**src/rtl/load_unit.sv**
```systemverilog
// ---------------------------------------------------------------------------
// load_unit: sequential load unit with extension; optional LOAD_UNIT_MISALIGN_SPLIT_EN. Rev 1.0
// ---------------------------------------------------------------------------
`default_nettype none

module load_unit #(
  parameter int XLEN = 32,
  parameter int RD_W = 5
) (
  input  logic            clk_i,
  input  logic            rst_i,
  input  logic            req_valid_i,
  output logic            req_ready_o,
  input  logic [XLEN-1:0] req_addr_i,
  input  logic [1:0]      req_size_i,
  input  logic            req_unsigned_i,
  input  logic [RD_W-1:0] req_rd_i,
  input  logic            flush_i,
  output logic            mem_req_o,
  output logic [XLEN-1:0] mem_addr_o,
  input  logic            mem_gnt_i,
  input  logic            mem_rvalid_i,
  input  logic [XLEN-1:0] mem_rdata_i,
  output logic            wb_valid_o,
  output logic [RD_W-1:0] wb_rd_o,
  output logic [XLEN-1:0] wb_data_o,
  output logic            err_o,
  output logic [XLEN-1:0] err_addr_o
);

  localparam int BYTES = XLEN / 8;
  localparam int OFF_W = $clog2(BYTES);
  localparam int IDX_W = $clog2(XLEN);
  localparam logic [XLEN-1:0] ALIGN_MASK = ~XLEN'(BYTES - 1);
  localparam logic [XLEN-1:0] BEAT_STEP  = XLEN'(BYTES);

  typedef enum logic [2:0] {
    IDLE  = 3'd0,
    REQ1  = 3'd1,
    WAIT1 = 3'd2,
    REQ2  = 3'd3,
    WAIT2 = 3'd4,
    RESP  = 3'd5,
    ERR   = 3'd6,
    DRAIN = 3'd7
  } state_e;

  state_e          state_q, state_d;
  logic [XLEN-1:0] addr_q, addr_d;
  logic [1:0]      size_q, size_d;
  logic            uns_q, uns_d;
  logic [RD_W-1:0] rd_q, rd_d;
  logic [XLEN-1:0] mem_addr_q, mem_addr_d;
  logic [RD_W-1:0] wb_rd_q, wb_rd_d;
  logic [XLEN-1:0] wb_data_q, wb_data_d;

  logic            req_illegal;
  logic            req_dbl_bad;
  logic [2*XLEN-1:0] beats;
  logic [OFF_W+2:0]  shamt;
  logic [XLEN-1:0]   raw, mask, ext_data;
  logic [7:0]        nbits;
  logic [IDX_W-1:0]  top_idx;

  assign req_dbl_bad = (XLEN == 32) && (req_size_i == 2'b11);

`ifdef LOAD_UNIT_MISALIGN_SPLIT_EN
  logic [XLEN-1:0] lo_q, lo_d;
  logic            need_split;

  assign req_illegal = req_dbl_bad;
  // A split is needed when the access runs past the end of the first beat.
  assign need_split  = (5'(addr_q[OFF_W-1:0]) + 5'(4'd1 << size_q)) > 5'(BYTES);
`else
  logic [3:0] req_bytes;
  logic [3:0] req_off;

  assign req_bytes   = 4'd1 << req_size_i;
  assign req_off     = 4'(req_addr_i[OFF_W-1:0]);
  assign req_illegal = req_dbl_bad || ((req_off & (req_bytes - 4'd1)) != 4'd0);
`endif

  always_comb begin
    shamt = {addr_q[OFF_W-1:0], 3'b000};
`ifdef LOAD_UNIT_MISALIGN_SPLIT_EN
    beats = (state_q == WAIT2) ? {mem_rdata_i, lo_q} : {{XLEN{1'b0}}, mem_rdata_i};
`else
    beats = {{XLEN{1'b0}}, mem_rdata_i};
`endif
    raw   = XLEN'(beats >> shamt);
    nbits = 8'd8 << size_q;
    if (nbits > 8'(XLEN)) begin
      nbits = 8'(XLEN);
    end
    mask     = {XLEN{1'b1}} >> (8'(XLEN) - nbits);
    top_idx  = IDX_W'(nbits - 8'd1);
    ext_data = (raw & mask) | ((!uns_q && raw[top_idx]) ? ~mask : '0);
  end

  always_comb begin
    state_d    = state_q;
    addr_d     = addr_q;
    size_d     = size_q;
    uns_d      = uns_q;
    rd_d       = rd_q;
    mem_addr_d = mem_addr_q;
    wb_rd_d    = wb_rd_q;
    wb_data_d  = wb_data_q;
`ifdef LOAD_UNIT_MISALIGN_SPLIT_EN
    lo_d       = lo_q;
`endif
    case (state_q)
      IDLE: begin
        if (req_valid_i && !flush_i) begin
          addr_d = req_addr_i;
          size_d = req_size_i;
          uns_d  = req_unsigned_i;
          rd_d   = req_rd_i;
          if (req_illegal) begin
            state_d = ERR;
          end else begin
            state_d    = REQ1;
            mem_addr_d = req_addr_i & ALIGN_MASK;
          end
        end
      end
      REQ1: begin
        if (mem_gnt_i) begin
          state_d = flush_i ? DRAIN : WAIT1;
        end else if (flush_i) begin
          state_d = IDLE;
        end
      end
      WAIT1: begin
        // A flush coinciding with the data beat has nothing left to drain.
        if (mem_rvalid_i) begin
          if (flush_i) begin
            state_d = IDLE;
`ifdef LOAD_UNIT_MISALIGN_SPLIT_EN
          end else if (need_split) begin
            lo_d       = mem_rdata_i;
            mem_addr_d = mem_addr_q + BEAT_STEP;
            state_d    = REQ2;
`endif
          end else begin
            wb_data_d = ext_data;
            wb_rd_d   = rd_q;
            state_d   = RESP;
          end
        end else if (flush_i) begin
          state_d = DRAIN;
        end
      end
`ifdef LOAD_UNIT_MISALIGN_SPLIT_EN
      REQ2: begin
        if (mem_gnt_i) begin
          state_d = flush_i ? DRAIN : WAIT2;
        end else if (flush_i) begin
          state_d = IDLE;
        end
      end
      WAIT2: begin
        if (mem_rvalid_i) begin
          if (flush_i) begin
            state_d = IDLE;
          end else begin
            wb_data_d = ext_data;
            wb_rd_d   = rd_q;
            state_d   = RESP;
          end
        end else if (flush_i) begin
          state_d = DRAIN;
        end
      end
`endif
      RESP:    state_d = IDLE;
      ERR:     state_d = IDLE;
      DRAIN: begin
        if (mem_rvalid_i) begin
          state_d = IDLE;
        end
      end
      default: state_d = IDLE;
    endcase
  end

  always_ff @(posedge clk_i) begin
    if (rst_i) begin
      state_q    <= IDLE;
      addr_q     <= '0;
      size_q     <= '0;
      uns_q      <= 1'b0;
      rd_q       <= '0;
      mem_addr_q <= '0;
      wb_rd_q    <= '0;
      wb_data_q  <= '0;
`ifdef LOAD_UNIT_MISALIGN_SPLIT_EN
      lo_q       <= '0;
`endif
    end else begin
      state_q    <= state_d;
      addr_q     <= addr_d;
      size_q     <= size_d;
      uns_q      <= uns_d;
      rd_q       <= rd_d;
      mem_addr_q <= mem_addr_d;
      wb_rd_q    <= wb_rd_d;
      wb_data_q  <= wb_data_d;
`ifdef LOAD_UNIT_MISALIGN_SPLIT_EN
      lo_q       <= lo_d;
`endif
    end
  end

  assign req_ready_o = (state_q == IDLE);
  assign mem_req_o   = (state_q == REQ1) || (state_q == REQ2);
  assign mem_addr_o  = mem_addr_q;
  // A flush arriving in the pulse cycle cancels the pulse itself.
  assign wb_valid_o  = (state_q == RESP) && !flush_i;
  assign wb_rd_o     = wb_rd_q;
  assign wb_data_o   = wb_data_q;
  assign err_o       = (state_q == ERR) && !flush_i;
  assign err_addr_o  = addr_q;

endmodule

`default_nettype wire

```
**config.mk**
```make
export PLATFORM = sky130hd
export DESIGN_NAME = load_unit
export DESIGN_NICKNAME = d
export VERILOG_FILES = /design/src/rtl/load_unit.sv
export SDC_FILE = /design/constraint.sdc
export NUM_CORES = 1
export LEC_CHECK = 0
export CAP_MARGIN = 20
export CELL_PAD_IN_SITES_DETAIL_PLACEMENT = 1
export CELL_PAD_IN_SITES_GLOBAL_PLACEMENT = 1
export CORE_UTILIZATION = 28
export DETAILED_ROUTE_END_ITERATION = 10
export HOLD_SLACK_MARGIN = 0.15
export PLACE_DENSITY_LB_ADDON = 0.1
export SLEW_MARGIN = 10
export SYNTH_ARGS = -nofsm -noshare
export SYNTH_HDL_FRONTEND = slang
export SYNTH_SLANG_ARGS = --single-unit
export TNS_END_PERCENT = 100
```
**constraint.sdc**
```tcl
create_clock -name clk_i -period 1.8 [get_ports clk_i]
set_input_delay 0.36 -clock clk_i [delete_from_list [all_inputs] [get_ports clk_i]]
set_output_delay 0.36 -clock clk_i [all_outputs]
set_load 0.005 [all_outputs]
```
## Word level (Yosys, flattened, before mapping)

Index checks and enable logic that the tools add are counted.

| operators by class | value |
|---|---|
| $add $sub $neg | 3 |
| magnitude comparators | 2 |
| equal/unequal tests | 11 |
| shift operators | 4 |
| muxes and demuxes | 14 |
| bitwise logic cells | 6 |
| reductions and logical operators | 14 |

Operators by type and width:

| kind | number |
|---|---|
| AND 32 bit | 1 |
| two-way mux 32 bit | 1 |
| inverter 32 bit | 1 |
| OR 32 bit | 1 |
| right shift 32 x 5 -> 32 bit | 1 |
| right shift 32 x 8 -> 32 bit, first input constant | 1 |
| two-way mux 3 bit | 9 |
| case mux 3 bit (4 select lines) | 1 |
| equality test 3 bit, second input constant | 3 |
| greater-than comparator 8 x 6 -> 1 bit, second input constant | 1 |
| two-way mux 8 bit | 1 |
| left shift 4 x 2 -> 8 bit, first input constant | 1 |
| subtractor 6 x 8 -> 8 bit, first input constant | 1 |
| equality test 3 x 2 -> 1 bit, second input constant | 2 |
| less-than comparator 5 x 6 -> 1 bit, second input constant | 1 |
| != test 3 bit, second input constant | 2 |
| AND reduction 3 bit | 2 |
| binary-select mux 1 bit (select 5 bit) | 1 |
| subtractor 5 x 1 -> 5 bit, second input constant | 1 |
| AND 2 x 4 -> 4 bit | 1 |
| logical AND 1 bit | 4 |
| AND reduction 4 bit | 1 |
| nonzero test 4 bit | 1 |
| left shift 1 x 2 -> 4 bit, first input constant | 1 |
| other kinds (11) | 14 |

| word-level totals | value |
|---|---|
| register bits | 110 |
| bits of input ports | 78 |
| output and inout port bits | 105 |
| word-level logic and storage cells | 62 |

## Longest topological paths before layout

| logic depth | value |
|---|---|
| depth after elaboration | 9 |
| depth in mapped cells | 8 |
| gate-level depth less buffers | 7 |

## Worst setup path before layout

OpenSTA, ideal clock, no wires.

| timing path | value |
|---|---|
| path kind | flip-flop to flip-flop |
| from | register size_q[1] |
| to | register wb_data_q[24], in the netlist wb_data_o[24] |
| library setup time | 0.086 ns |
| arrival time | 1.845 ns |
| data required time | 1.714 ns |
| path slack | -0.130 ns |
| cell stages (with the launch flop) | 9 |
| path buffers | 1 |
| clock period less this slack | 1.930 ns |
| path through | dfxtp_1 buf_6 nor2_8 inv_4 ha_1 xor2_1 nor4b_2 nand2_1 a211oi_1 |

| between the ends | value |
|---|---|
| cells in the longest elaborated chain, start to end | 9 |
| elaborated cells on any way between the ends | 13 |
| classes of those cells | add/sub (2); order compare (1); shift (2); mux (4); bitwise (3); reduce/logical (1) |

Ends and longest elaborated chain:

| what | line | RTL |
|---|---|---|
| from (decl) | 50 | `logic [1:0] size_q, size_d;` |
| from (signal assigned) | 203 | `size_q <= size_d;` |
| left shift 4 x 2 -> 8 bit (*) | 91 | `nbits = 8'd8 << size_q;` |
| greater-than comparator 8 x 6 -> 1 bit | 92 | `if (nbits > 8'(XLEN)) begin` |
| two-way mux 8 bit (*) | 92 |  |
| parallel branches: the longest is 5 deep, another holds subtractor 6 x 8 -> 8 bit | -- |  |
| OR 32 bit (*) | 97 | `ext_data = (raw & mask) \| ((!uns_q && raw[top_idx]) ? ~mask : '0);` |
| to (signal assigned) | 208 | `wb_data_q <= wb_data_d;` |
| to (decl) | 55 | `logic [XLEN-1:0] wb_data_q, wb_data_d;` |

Mark *: on every way between the ends. The select of a mux whose other input is x is not followed.
A chain may end at the register's enable or synchronous reset.

## Worst setup path after layout

| timing path | value |
|---|---|
| from | register size_q[1] |
| to | register wb_data_q[28], in the netlist wb_data_o[28] |

The elaborated chain is that of the path after synthesis.

==> results.cfg <==
[place]
place_congestion = 0.890
place_hpwl_um = 13100
placed_area_um2 = 7210
io_buffers = 180
dpl.cell_count = 1003

[global_route]
grt_first_pass_wirelength_um = 27400
grt_max_degree = 42
track_usage = 0.198
grt_pass1_vias = 5171
grt_overflow = 0
antenna_found_initial = 0

[critical_path]
worst_ep_arrival_time_ns = 2.18
critical_path.top_delay_family = compound AO/OA/AOI/OAI gates
crit_fanout = 7
crit_path_end_kind = flip-flop
critPathRequiredTime_ns = 2.07
critical_path.cell_chain = nand2b_4 > ha_4 > a2111o_1 > a211oi_2 > a211oi_4 > buf_12 > a211oi_4
worstPathBufferInverterCount = 1
crit_top_cell = a211oi_4
critPathLaunchType = flip-flop
criticalPathCategory = reg2reg
slowest_stage = dfxtp_4
critPathMaxStageDelay_ns = 0.38

[final_layout]
nFillCells = 1938
final-seq-area_um2 = 2220
nets = 879
n_antenna_cell = 0
drive_gt1_frac = 0.187
fin_util = 0.473
area.growth.synth_to_final_pct = 64.3
stdcell_area_um2 = 7840
final_cells = 1023
layout_common_cells = clkdlybuf4s50_1 (173), nand2_1 (169), dfxtp_1 (104)
layout_commonest_cell = clkdlybuf4s50_1
multi_input_area_um2 = 2700

[yosys]
synth_warnings = 0
async_flop_share = 0
yosysSeqAreaShare = 0.462
synth_edf_count = 0
syn_area_um2 = 4770
yosys_most_used_dff = dfxtp_1
yosys_register_bits = 110
ys_types = 56
synth_area_per_cell_um2 = 8.02
synthCells = 595

[pwr]
pwr-share-comb = 0.231
pwr-share-seq = 0.430
p_per_area_nw_per_um2 = 779
p_leak_nw = 2.71
clkPwrFrac = 0.339
ir_drop_v = 0.000405
switching_share = 0.277
switchingPower_mw = 1.69
power.internal_mw = 4.41

[cts]
h-tree-depth = 3
numCtsBuffers = 9
worstSkewPairLatency_ns = 0.35
cts_tree = built
clkTransAtPathRegs_ns = 0.07
root_buffer = clkbuf_16
clockBufferDepth = 2
hold_buffers = 0
cts.sinks = 110

[routing]
routedWlPerCell_um = 17.1
vias_per_cell = 4.82
ant_nets = 0
drcViolationCount = 0
num_vias = 4928
dr.pass1.iters = 4
drt-initial-drc-count = 185
wl_um = 17400

[sta]
hold_viol_final = 0
fmax_mhz = 523
fin_skew_ns = 0.00830
drv_slew = 0
worst_pin_slew_ns = 0.566
fin_tns_setup_ns = -1.47
finalSetupViolations = 23
relSlewSlack = 0.618
rsz0062_at_grt = true
timing.hold.ws_ns = 0.348
period_minus_slack_ns = 1.91
layout_worst_path_cycle_share = 1.06
setup_slack_ns = -0.113

[floorplan]
die_height_um = 133
dieArea_um2 = 17600
initial_utilization = 0.288
coreArea_um2 = 16600
pin_count = 183
rows = 47
die_w_um = 133

[job]
drv_cap = 0

[hold_path]
min_path_type = in2reg

[outcome]
violations = setup timing
status = finished, violations left
[sequential cells by signal (all words and copies together), names as in the netlist]
| register | flops |
|---|---|
| err_addr_o | 32 |
| state_q | 3 |
| rd_q | 5 |
| wb_data_o | 32 |
| uns_q | 1 |
| size_q | 2 |
| wb_rd_o | 5 |
| mem_addr_o | 30 |
[metal layers]
layer  track usage  vias to the layer above  routed length, um
li1              -                     2434                  -
met1         0.232                     2360               7410
met4        0.0792                        0                363
met5             0                        -                  0
met2         0.343                      116               8690
met3        0.0517                       18                983
[through the flow]
step	power, mW	setup slack, ns
after floorplan	3.25	0.0220
after global placement	3.95	-0.482
after detailed placement	3.99	-0.595
after CTS	6.14	-0.119
after global routing	6.38	-0.168
final	6.11	-0.113
[cell families (layout without fill, tap and decap cells)]
logic type,Yosys count,count (layout),share of synthesized area
xor gates and xnor gates,2,2,0.00367
other,1,2,0.000786
muxes,17,17,0.0380
AOI/OAI and AO/OA,155,155,0.204
DFF,110,110,0.462
adders and majority gates,2,2,0.00524
and+or+nand+nor,261,261,0.244
buffers and inverters,47,254,0.0430
[path summary, 6_finish.rpt]
path | from | to | slack, ns | depth (start not counted)
max | size_q[1] | wb_data_o[28] | -0.11 | 7
max reg2reg | size_q[1] | wb_data_o[28] | -0.11 | 7
min | rst_i | wb_rd_o[1] | 0.35 | 2
min reg2reg | err_addr_o[17] | err_addr_o[17] | 0.46 | 2
[synthesized netlist by cell type (2+ instances only)]
cell | n | share of area
nand2_1 | 172 | 0.14
dfxtp_1 | 110 | 0.46
a21oi_1 | 90 | 0.094
nor2_1 | 47 | 0.037
clkbuf_1 | 33 | 0.026
a211oi_1 | 32 | 0.050
nor2b_1 | 13 | 0.017
mux2_2 | 9 | 0.021
mux2i_1 | 8 | 0.017
o22ai_1 | 8 | 0.010
nor4_2 | 7 | 0.018
buf_2 | 6 | 0.0063
nor3_1 | 4 | 0.0042
buf_4 | 3 | 0.0047
nand2b_1 | 3 | 0.0039
o21ai_0 | 3 | 0.0031
a21o_1 | 2 | 0.0031
ha_1 | 2 | 0.0052
inv_1 | 2 | 0.0016
nand3_1 | 2 | 0.0021
o2bb2ai_1 | 2 | 0.0037
o31ai_1 | 2 | 0.0031
or2_2 | 2 | 0.0026
[timing repair]
item / 4_1_cts / 5_1_grt
pin swaps: 30 / 6
setup endpoints to repair: 37 / 34
setup buffers: 6 / 2
resized for setup: 40 / 26
[cell type report]
class	instances	area share
timing repair buffer	236	0.296
inverter	3	0.00176
clock inverter	5	0.00910
tap	220	0.0351
clock buffer	10	0.0305
sequential	110	0.284
multi-input combinational	439	0.344
[power by group through the flow]
stage	Clock [mW]	Sequential (mW)	Combinational, mW
2_1_floorplan	0	2.67	0.576
3_3_place_gp	0	2.67	1.28
3_5_place_dp	0	2.68	1.31
4_1_cts	2.13	2.63	1.38
5_1_grt	2.21	2.64	1.53
6_report	2.07	2.63	1.41
No activity file was read; power rests on OpenSTA's default activity.
